--- src/rtl/i2s_adc_receiver.sv ---
// DSP mode A serial ADC receiver: oversamples BCLK/LRCK/DATA in the clk domain,
// deserialises 16-bit L/R samples and derives a peak-hold level and beat pulse.
//
// state | meaning
// IDLE  | waiting for a BCLK rising edge with frame sync high
// DELAY | counting extra BCLK edges between frame sync and left MSB
// SHIFT | capturing 32 data bits, left MSB first
// DONE  | one clk: publish left/right samples and pulse sample_valid
module i2s_adc_receiver #(
    parameter int          CLK_SYNC_STAGES = 2,
    parameter int          DATA_DELAY      = 1,
    parameter int          DECAY_SHIFT     = 4,
    parameter logic [15:0] BEAT_THRESHOLD  = 16'd8000,
    parameter int          HOLDOFF_FRAMES  = 2400
) (
    input  logic        clk,
    input  logic        reset,
    input  logic        enable,
    input  logic        BCLK,
    input  logic        ADC_LR_CLK,
    input  logic        ADC_DATA,
    output logic [15:0] left_sample,
    output logic [15:0] right_sample,
    output logic        sample_valid,
    output logic [15:0] level,
    output logic        beat,
    output logic        sync_err
);

    localparam int HW = $clog2(HOLDOFF_FRAMES + 1);
    localparam int DW = (DATA_DELAY > 1) ? $clog2(DATA_DELAY) : 1;

    typedef enum logic [1:0] {
        IDLE  = 2'd0,
        DELAY = 2'd1,
        SHIFT = 2'd2,
        DONE  = 2'd3
    } state_t;

    logic [CLK_SYNC_STAGES-1:0] bclk_sync, lr_sync, data_sync;
    logic                       bclk_prev;
    logic                       sync_bclk, sync_lr, sync_data, bre;

    state_t        state, state_nxt;
    logic [4:0]    bcnt, bcnt_nxt;
    logic [DW-1:0] dcnt, dcnt_nxt;
    logic [31:0]   sr, sr_nxt;
    logic          restart, err_set;

    logic [HW-1:0] holdoff, hold_dec;
    logic [15:0]   abs_l, abs_r, peak, level_dec;
    logic          fire;

    always_ff @(posedge clk) begin
        if (reset) begin
            bclk_sync <= '0;
            lr_sync   <= '0;
            data_sync <= '0;
            bclk_prev <= 1'b0;
        end else begin
            bclk_sync <= {bclk_sync[CLK_SYNC_STAGES-2:0], BCLK};
            lr_sync   <= {lr_sync[CLK_SYNC_STAGES-2:0], ADC_LR_CLK};
            data_sync <= {data_sync[CLK_SYNC_STAGES-2:0], ADC_DATA};
            bclk_prev <= sync_bclk;
        end
    end

    assign sync_bclk = bclk_sync[CLK_SYNC_STAGES-1];
    assign sync_lr   = lr_sync[CLK_SYNC_STAGES-1];
    assign sync_data = data_sync[CLK_SYNC_STAGES-1];
    assign bre       = sync_bclk & ~bclk_prev;

    always_ff @(posedge clk) begin
        if (reset) begin
            state <= IDLE;
            bcnt  <= '0;
            dcnt  <= '0;
            sr    <= '0;
        end else begin
            state <= state_nxt;
            bcnt  <= bcnt_nxt;
            dcnt  <= dcnt_nxt;
            sr    <= sr_nxt;
        end
    end

    always_comb begin
        state_nxt = state;
        bcnt_nxt  = bcnt;
        dcnt_nxt  = dcnt;
        sr_nxt    = sr;
        restart   = 1'b0;
        err_set   = 1'b0;
        if (!enable) begin
            state_nxt = IDLE;
            bcnt_nxt  = '0;
            sr_nxt    = '0;
        end else begin
            case (state)
                IDLE: restart = bre & sync_lr;
                DELAY: begin
                    if (bre) begin
                        if (sync_lr) begin
                            err_set = 1'b1;
                            restart = 1'b1;
                        end else if (dcnt <= DW'(1)) begin
                            state_nxt = SHIFT;
                            bcnt_nxt  = '0;
                        end else begin
                            dcnt_nxt = dcnt - DW'(1);
                        end
                    end
                end
                SHIFT: begin
                    if (bre) begin
                        if (sync_lr) begin
                            err_set = 1'b1;
                            restart = 1'b1;
                        end else begin
                            sr_nxt   = {sr[30:0], sync_data};
                            bcnt_nxt = bcnt + 5'd1;
                            if (bcnt == 5'd31) state_nxt = DONE;
                        end
                    end
                end
                DONE: state_nxt = IDLE;
                default: state_nxt = IDLE;
            endcase
            // A frame sync always starts a fresh frame, even when it aborts one.
            if (restart) begin
                bcnt_nxt = '0;
                sr_nxt   = '0;
                if (DATA_DELAY <= 1) begin
                    state_nxt = SHIFT;
                end else begin
                    state_nxt = DELAY;
                    dcnt_nxt  = DW'(DATA_DELAY - 1);
                end
            end
        end
    end

    function automatic logic [15:0] mag16(input logic [15:0] x);
        if (!x[15])            return x;
        else if (x == 16'h8000) return 16'h7FFF;
        else                    return ~x + 16'd1;
    endfunction

    assign abs_l     = mag16(left_sample);
    assign abs_r     = mag16(right_sample);
    assign peak      = (abs_l > abs_r) ? abs_l : abs_r;
    assign level_dec = level - (level >> DECAY_SHIFT);
    // Holdoff is decremented before the zero test so beats land HOLDOFF_FRAMES apart.
    assign hold_dec  = (holdoff != '0) ? holdoff - HW'(1) : '0;
    assign fire      = (peak >= BEAT_THRESHOLD) && (hold_dec == '0);

    always_ff @(posedge clk) begin
        if (reset) begin
            left_sample  <= '0;
            right_sample <= '0;
            sample_valid <= 1'b0;
            level        <= '0;
            beat         <= 1'b0;
            sync_err     <= 1'b0;
            holdoff      <= '0;
        end else begin
            sample_valid <= 1'b0;
            beat         <= 1'b0;
            if (err_set) sync_err <= 1'b1;
            if (state == DONE && enable) begin
                left_sample  <= sr[31:16];
                right_sample <= sr[15:0];
                sample_valid <= 1'b1;
            end
            if (sample_valid) begin
                level   <= (peak > level) ? peak : level_dec;
                beat    <= fire;
                holdoff <= fire ? HW'(HOLDOFF_FRAMES) : hold_dec;
            end
        end
    end

endmodule
--- config.mk ---
export PLATFORM = sky130hd
export DESIGN_NAME = i2s_adc_receiver
export DESIGN_NICKNAME = d
export VERILOG_FILES = /design/src/rtl/i2s_adc_receiver.sv
export SDC_FILE = /design/constraint.sdc
export NUM_CORES = 1
export LEC_CHECK = 0
export ABC_AREA = 1
export ABC_CLOCK_PERIOD_IN_PS = 9500
export BUFFER_PORTS_ARGS = -buffer_cell sky130_fd_sc_hd__buf_4
export CELL_PAD_IN_SITES_DETAIL_PLACEMENT = 0
export CELL_PAD_IN_SITES_GLOBAL_PLACEMENT = 2
export CORE_ASPECT_RATIO = 0.75
export CORE_MARGIN = 2
export CORE_UTILIZATION = 36
export DETAILED_ROUTE_END_ITERATION = 10
export HOLD_SLACK_MARGIN = 0.02
export PLACE_DENSITY = 0.81
export SETUP_SLACK_MARGIN = 0.3
export SLEW_MARGIN = 15
export SYNTH_ARGS = -nofsm -noshare
export SYNTH_HDL_FRONTEND = slang
export SYNTH_SLANG_ARGS = --single-unit
--- constraint.sdc ---
create_clock -name clk -period 9.5 [get_ports clk]
set_input_delay 0.95 -clock clk [delete_from_list [all_inputs] [get_ports clk]]
set_output_delay 0.95 -clock clk [all_outputs]
set_load 0.01 [all_outputs]
### Word-level counts from Yosys, hierarchy flattened

Cells that the tools add are included.

* bits in registers: 110
* bits in latches: 0
* RAM bits: 0
* ROM bits: 0
* input bits: 6
* output and inout port bits: 51
* logic and storage cells: 99
* memories kept: 0

* $add $sub $neg: 6
* multipliers: 0
* divide/modulo/power cells: 0
* $lt $le $gt $ge: 4
* equal/unequal tests: 18
* shift operators: 0
* muxes and demuxes: 29
* bitwise logic cells: 9
* reduce and logical (&&, ||, !) cells: 17

Operators by type and width (number)
* 16-bit two-way mux: 6
* 16-bit by 1-bit adder with 16-bit output (second input constant): 2
* 16-bit == test (second input constant): 2
* 16-bit greater-than comparator: 2
* 16-bit inverter: 2
* 5-bit two-way mux: 5
* 12-bit two-way mux: 2
* 3-bit inequality test (second input constant): 6
* 16-bit by 13-bit >= comparator with 1-bit output (second input constant): 1
* 16-bit by 12-bit subtractor with 16-bit output: 1
* 2-bit two-way mux: 7
* 7-bit AND reduction: 2
* 12-bit zero test: 1
* 2-bit inequality test (second input constant): 6
* 12-bit nonzero test: 1
* 12-bit by 1-bit subtractor with 12-bit output (second input constant): 1
* 5-bit case mux with 2 select lines: 1
* 1-bit two-way mux: 6
* 2-bit case mux with 3 select lines: 1
* 6-bit AND reduction: 1
* 2-bit OR reduction: 3
* 5-bit by 1-bit adder with 5-bit output (second input constant): 1
* 5-bit == test (second input constant): 1
* 1-bit inverter: 5
* other kinds (14): 17

### Longest topological paths before layout

* word-level depth: 9
* mapped depth: 36
* gate-level depth less buffers: 34

### Worst setup path after synthesis

Ideal clock, no wire load.

* kind: register to register
* from: register left_sample[1]
* to: register level[11]
* arrival: 4.218 ns
* data required time: 9.359 ns
* slack: 5.142 ns
* stages on the path, launching flop included: 30
* path buffers: 2
* clock period less this slack: 4.358 ns
* path through: dfxtp_1 inv_1 nand3_1 nor3_1 nand3_1 inv_1 nand2_1 nor3_1 inv_1 o31ai_1 o21ai_1 ha_1 nand4_1 nor3_1 nand4_1 nand2_4 inv_4 buf_8 nand2_1 o21a_1 inv_1 ha_1 nand4_1 nor3_1 nand2_1 nand2_4 buf_6 nand2_2 nand3_2 a21oi_2

* cells in the longest elaborated chain, start to end: 8
* elaborated cells between the ends (all ways): 9

RTL lines
* start: declaration: RTL line 22 `output logic [15:0] left_sample,`
* start signal: assignment: RTL line 171 `left_sample <= sr[31:16];`
* 16-bit inverter: RTL line 146 `else return ~x + 16'd1;`
* 16-bit by 1-bit adder with 16-bit output: RTL line 146
* 16-bit two-way mux: RTL line 145 `else if (x == 16'h8000) return 16'h7FFF;`
* 16-bit two-way mux (*): RTL line 144 `if (!x[15]) return x;`
* 16-bit greater-than comparator: RTL line 151 `assign peak = (abs_l > abs_r) ? abs_l : abs_r;`
* 16-bit two-way mux (*): RTL line 151
* 16-bit greater-than comparator: RTL line 176 `level <= (peak > level) ? peak : level_dec;`
* 16-bit two-way mux (*): RTL line 176
* end signal: assignment: RTL line 176
* end: declaration: RTL line 25 `output logic [15:0] level,`

Mark *: on every way between the ends. The rest lies on a longest branch, timed or not.
A chain may end at the register's enable or synchronous reset.

### Final worst setup path

* from: register left_sample[1]
* to: register level[1]

Same word-level chain as after synthesis.

==> run summary <==
Root Driver - clkbuf_16
placed cell area - 7440 um^2
cell area power density - 111 nW/um^2
Setup Skew - 0.00856 ns
number of global-route vias before repair - 6010
WL met2 - 7770 um
CTS Hold Bufs - 0
Arr. time, crit path - 5.61 ns
FF+latch count, synth - 109
Layout area overhead - 12.9%
initial DRC count - 418
Worst setup EP type - flip-flop
Die Y - 123 um
WS Path Type - flip-flop to flip-flop
FF-to-FF Start - left_sample[1]
max_cap viols - 0
Post-Route Utilization - 0.417
Slew Viols, Final - 0
cell family with most CP delay - simple AND/OR/NAND/NOR gates
worst-path fanout max - 24
Synth cell types - 44
final hold vios - 0
setup TNS - 0 ns
DRC errors left - 0
Layout Cells excl Fill - 1279
post-CTS sizing - 0
leakage - 3.33 nW
Worst Hold Class - flip-flop to flip-flop
Setup WS pre-CTS - 4.18 ns
share of layout cells above drive strength 1 - 0.141
Min Clock Period, post-route - 5.37 ns
IO Pins - 57
hold path depth - 2
RSZ-0062 raised after global routing - no
Synth warnings - 0
Clk pin slew, worst setup/hold paths - 0.08 ns
Die ar. - 20200 um^2
Post-synth EDFFs - 0
Critical Path RT - 9.73 ns
site row count - 43
Slew Limit Headroom - 0.252
Skew-Pair Late Insertion Delay - 0.36 ns
antenna violations before repair - 0
PnR worst setup slack - 4.13 ns
clk sinks - 109
post-route ant nets - 0
Endpoint, Worst Hold - bclk_sync[1]
hold slack - 0.403 ns
largest stage delay on the critical path - 0.42 ns
Antenna Cells - 0
routed vias/inst - 4.92
worst-case clock buffer depth - 2
placed cells - 1263
mapped cell area - 6850 um^2
Synth Instances - 994
status - finished clean
grt ovf - 0
RePlAce Congestion - 0.845
DR pass1 iterations - 5
pin count of the biggest net entering global routing - 57
CP max stage cell - nand2_1
r2r setup slk - 4.13 ns
share of flip-flops with an asynchronous set or reset - 0
Final setup viols - 0
Top Layer Used - met4
ys flop type - dfxtp_1
worst path buffer plus inverter count - 5
DR WL/cell - 14.7 um
Detailed Route WL - 18900 um
Syn Area/Cell - 6.89 um^2
core area - 18600 um^2
Final Cycle Share - 0.566
Post-DP HPWL - 14100 um
first-pass GRT wire length - 31500 um
syn_nets - 1052
Num CTS Buffers - 9
CTS tree - built
Port Buffers - 56
R2R depth - 27
Final Total Pwr - 0.856 mW
worst vdd ir - 89.2 uV
Max H-tree Level - 3
met1 wire length - 10200 um
Fmax - 0.186 GHz
FF-to-FF End - level[1]
gr usage total - 0.198
startpoint types - flip-flop
WL met3 - 708 um
worst slew pin tran - 1.12 ns
post-CTS setup buffer count - 0
Initial Utilization - 0.369
HP Start - bclk_sync[0]
fin nets - 1085
Final Instance Area - 7730 um^2
Vias - 6291
sequential area share after synthesis - 0.318
die width - 163 um
[worst register-to-register path, cell delays in order, from the launching register on]
cell and delay [ns]:
dfxtp_1 0.32, inv_1 0.11, nand3_1 0.13, nor3_1 0.25
nand3_1 0.16, inv_1 0.10, nand2_1 0.09, nor3_1 0.21
inv_1 0.10, o31ai_1 0.27, o21ai_1 0.14, ha_1 0.32
nand4_1 0.12, nor3_1 0.34, nand4_1 0.28, nand2_4 0.20
inv_4 0.11, nand2_1 0.08, o21a_1 0.17, inv_1 0.06
ha_1 0.27, nand4_1 0.11, nor3_1 0.27, nand2_1 0.42
nand2_4 0.40, nand2_1 0.10, nand3_1 0.08, a21oi_1 0.06
[how the worst max path moves through the flow]
| stage | endpoint | from | slack (ns) | cells after the start |
|---|---|---|---|---|
| 6_report | level[1] | left_sample[1] | 4.13 | 27 |
| 5_1_grt | level[5] | left_sample[1] | 3.31 | 27 |
| 4_1_cts | level[1] | left_sample[1] | 4.16 | 27 |
| 3_5_place_dp | level[1] | left_sample[1] | 4.18 | 27 |
| 3_3_place_gp | level[2] | left_sample[2] | 4.27 | 27 |
| 2_1_floorplan | level[11] | left_sample[1] | 5.14 | 29 |
[registers in the layout (all words and copies together), names as in the netlist]
signal        flops
bclk_prev         1
state             2
bclk_sync         2
level            16
sample_valid      1
beat              1
right_sample     16
holdoff          12
left_sample      16
sr               32
bcnt              5
lr_sync           2
data_sync         2
sync_err          1
[area by class of cell]
cell class,count,area [um^2]
Fill cell,2019,10800
Clock buffer,9,225
Clock inverter,7,67.6
Timing Repair Buffer,60,450
Inverter,119,449
Tap cell,247,309
Multi-Input combinational cell,728,4050
Sequential cell,109,2180
[cell families after synthesis]
logic type / share of synthesized area
buf+inv: 0.0911
flops: 0.318
xor+xnor: 0.0268
simple gates: 0.285
compound gates: 0.183
fa+ha+maj: 0.0961
[cell usage after synthesis (all sizes together) (5+ instances only)]
master	count	area (um^2)
inv	117	442
xor2	13	114
nand3	71	415
clkbuf	30	113
nand4	10	62.6
dfxtp	109	2180
nor3	15	75.1
a21oi	118	639
o21bai	5	37.5
ha	51	638
o21ai	85	433
a211oi	5	37.5
buf	8	62.6
nand2	223	910
nor2	100	398
xnor2	8	70.1
[metal layers]
layer | global-route usage | vias up
met5 | 0 | -
met2 | 0.299 | 96
met1 | 0.293 | 2850
met3 | 0.0362 | 14
met4 | 0.0409 | 0
li1 | - | 3331
[power by group]
part | leakage [nW] | switching, mW | internal, mW
combinational | 2.32 | 0.0126 | 0.00405
clock | 0.138 | 0.197 | 0.184
sequential | 0.879 | 0.000479 | 0.458
total | 3.33 | 0.210 | 0.646
[placed cells by master (no fill, tap or decap), types with 3 or more instances in the layout]
| master | netlist | final |
|---|---|---|
| nand2_4 | 3 | 3 |
| buf_4 | 0 | 60 |
| clkbuf_16 | 0 | 9 |
| a21oi_2 | 13 | 13 |
| inv_1 | 110 | 110 |
| or2_2 | 3 | 3 |
| xnor2_1 | 8 | 8 |
| dfxtp_1 | 109 | 109 |
| inv_2 | 6 | 6 |
| nor3_1 | 15 | 14 |
| nor2_2 | 3 | 3 |
| xor2_1 | 13 | 13 |
| nand3_2 | 12 | 12 |
| nand3_1 | 59 | 59 |
| nand4_1 | 10 | 10 |
| ha_1 | 51 | 51 |
| nand3b_1 | 3 | 3 |
| o21ai_0 | 74 | 74 |
| nand2_2 | 20 | 20 |
| nand2_1 | 200 | 200 |
| o21bai_1 | 5 | 5 |
| nor2_1 | 95 | 95 |
| o21ai_1 | 9 | 9 |
| a211oi_1 | 5 | 5 |
| o31ai_1 | 3 | 3 |
| a21oi_1 | 105 | 105 |
No activity file was read; power rests on OpenSTA's default activity.
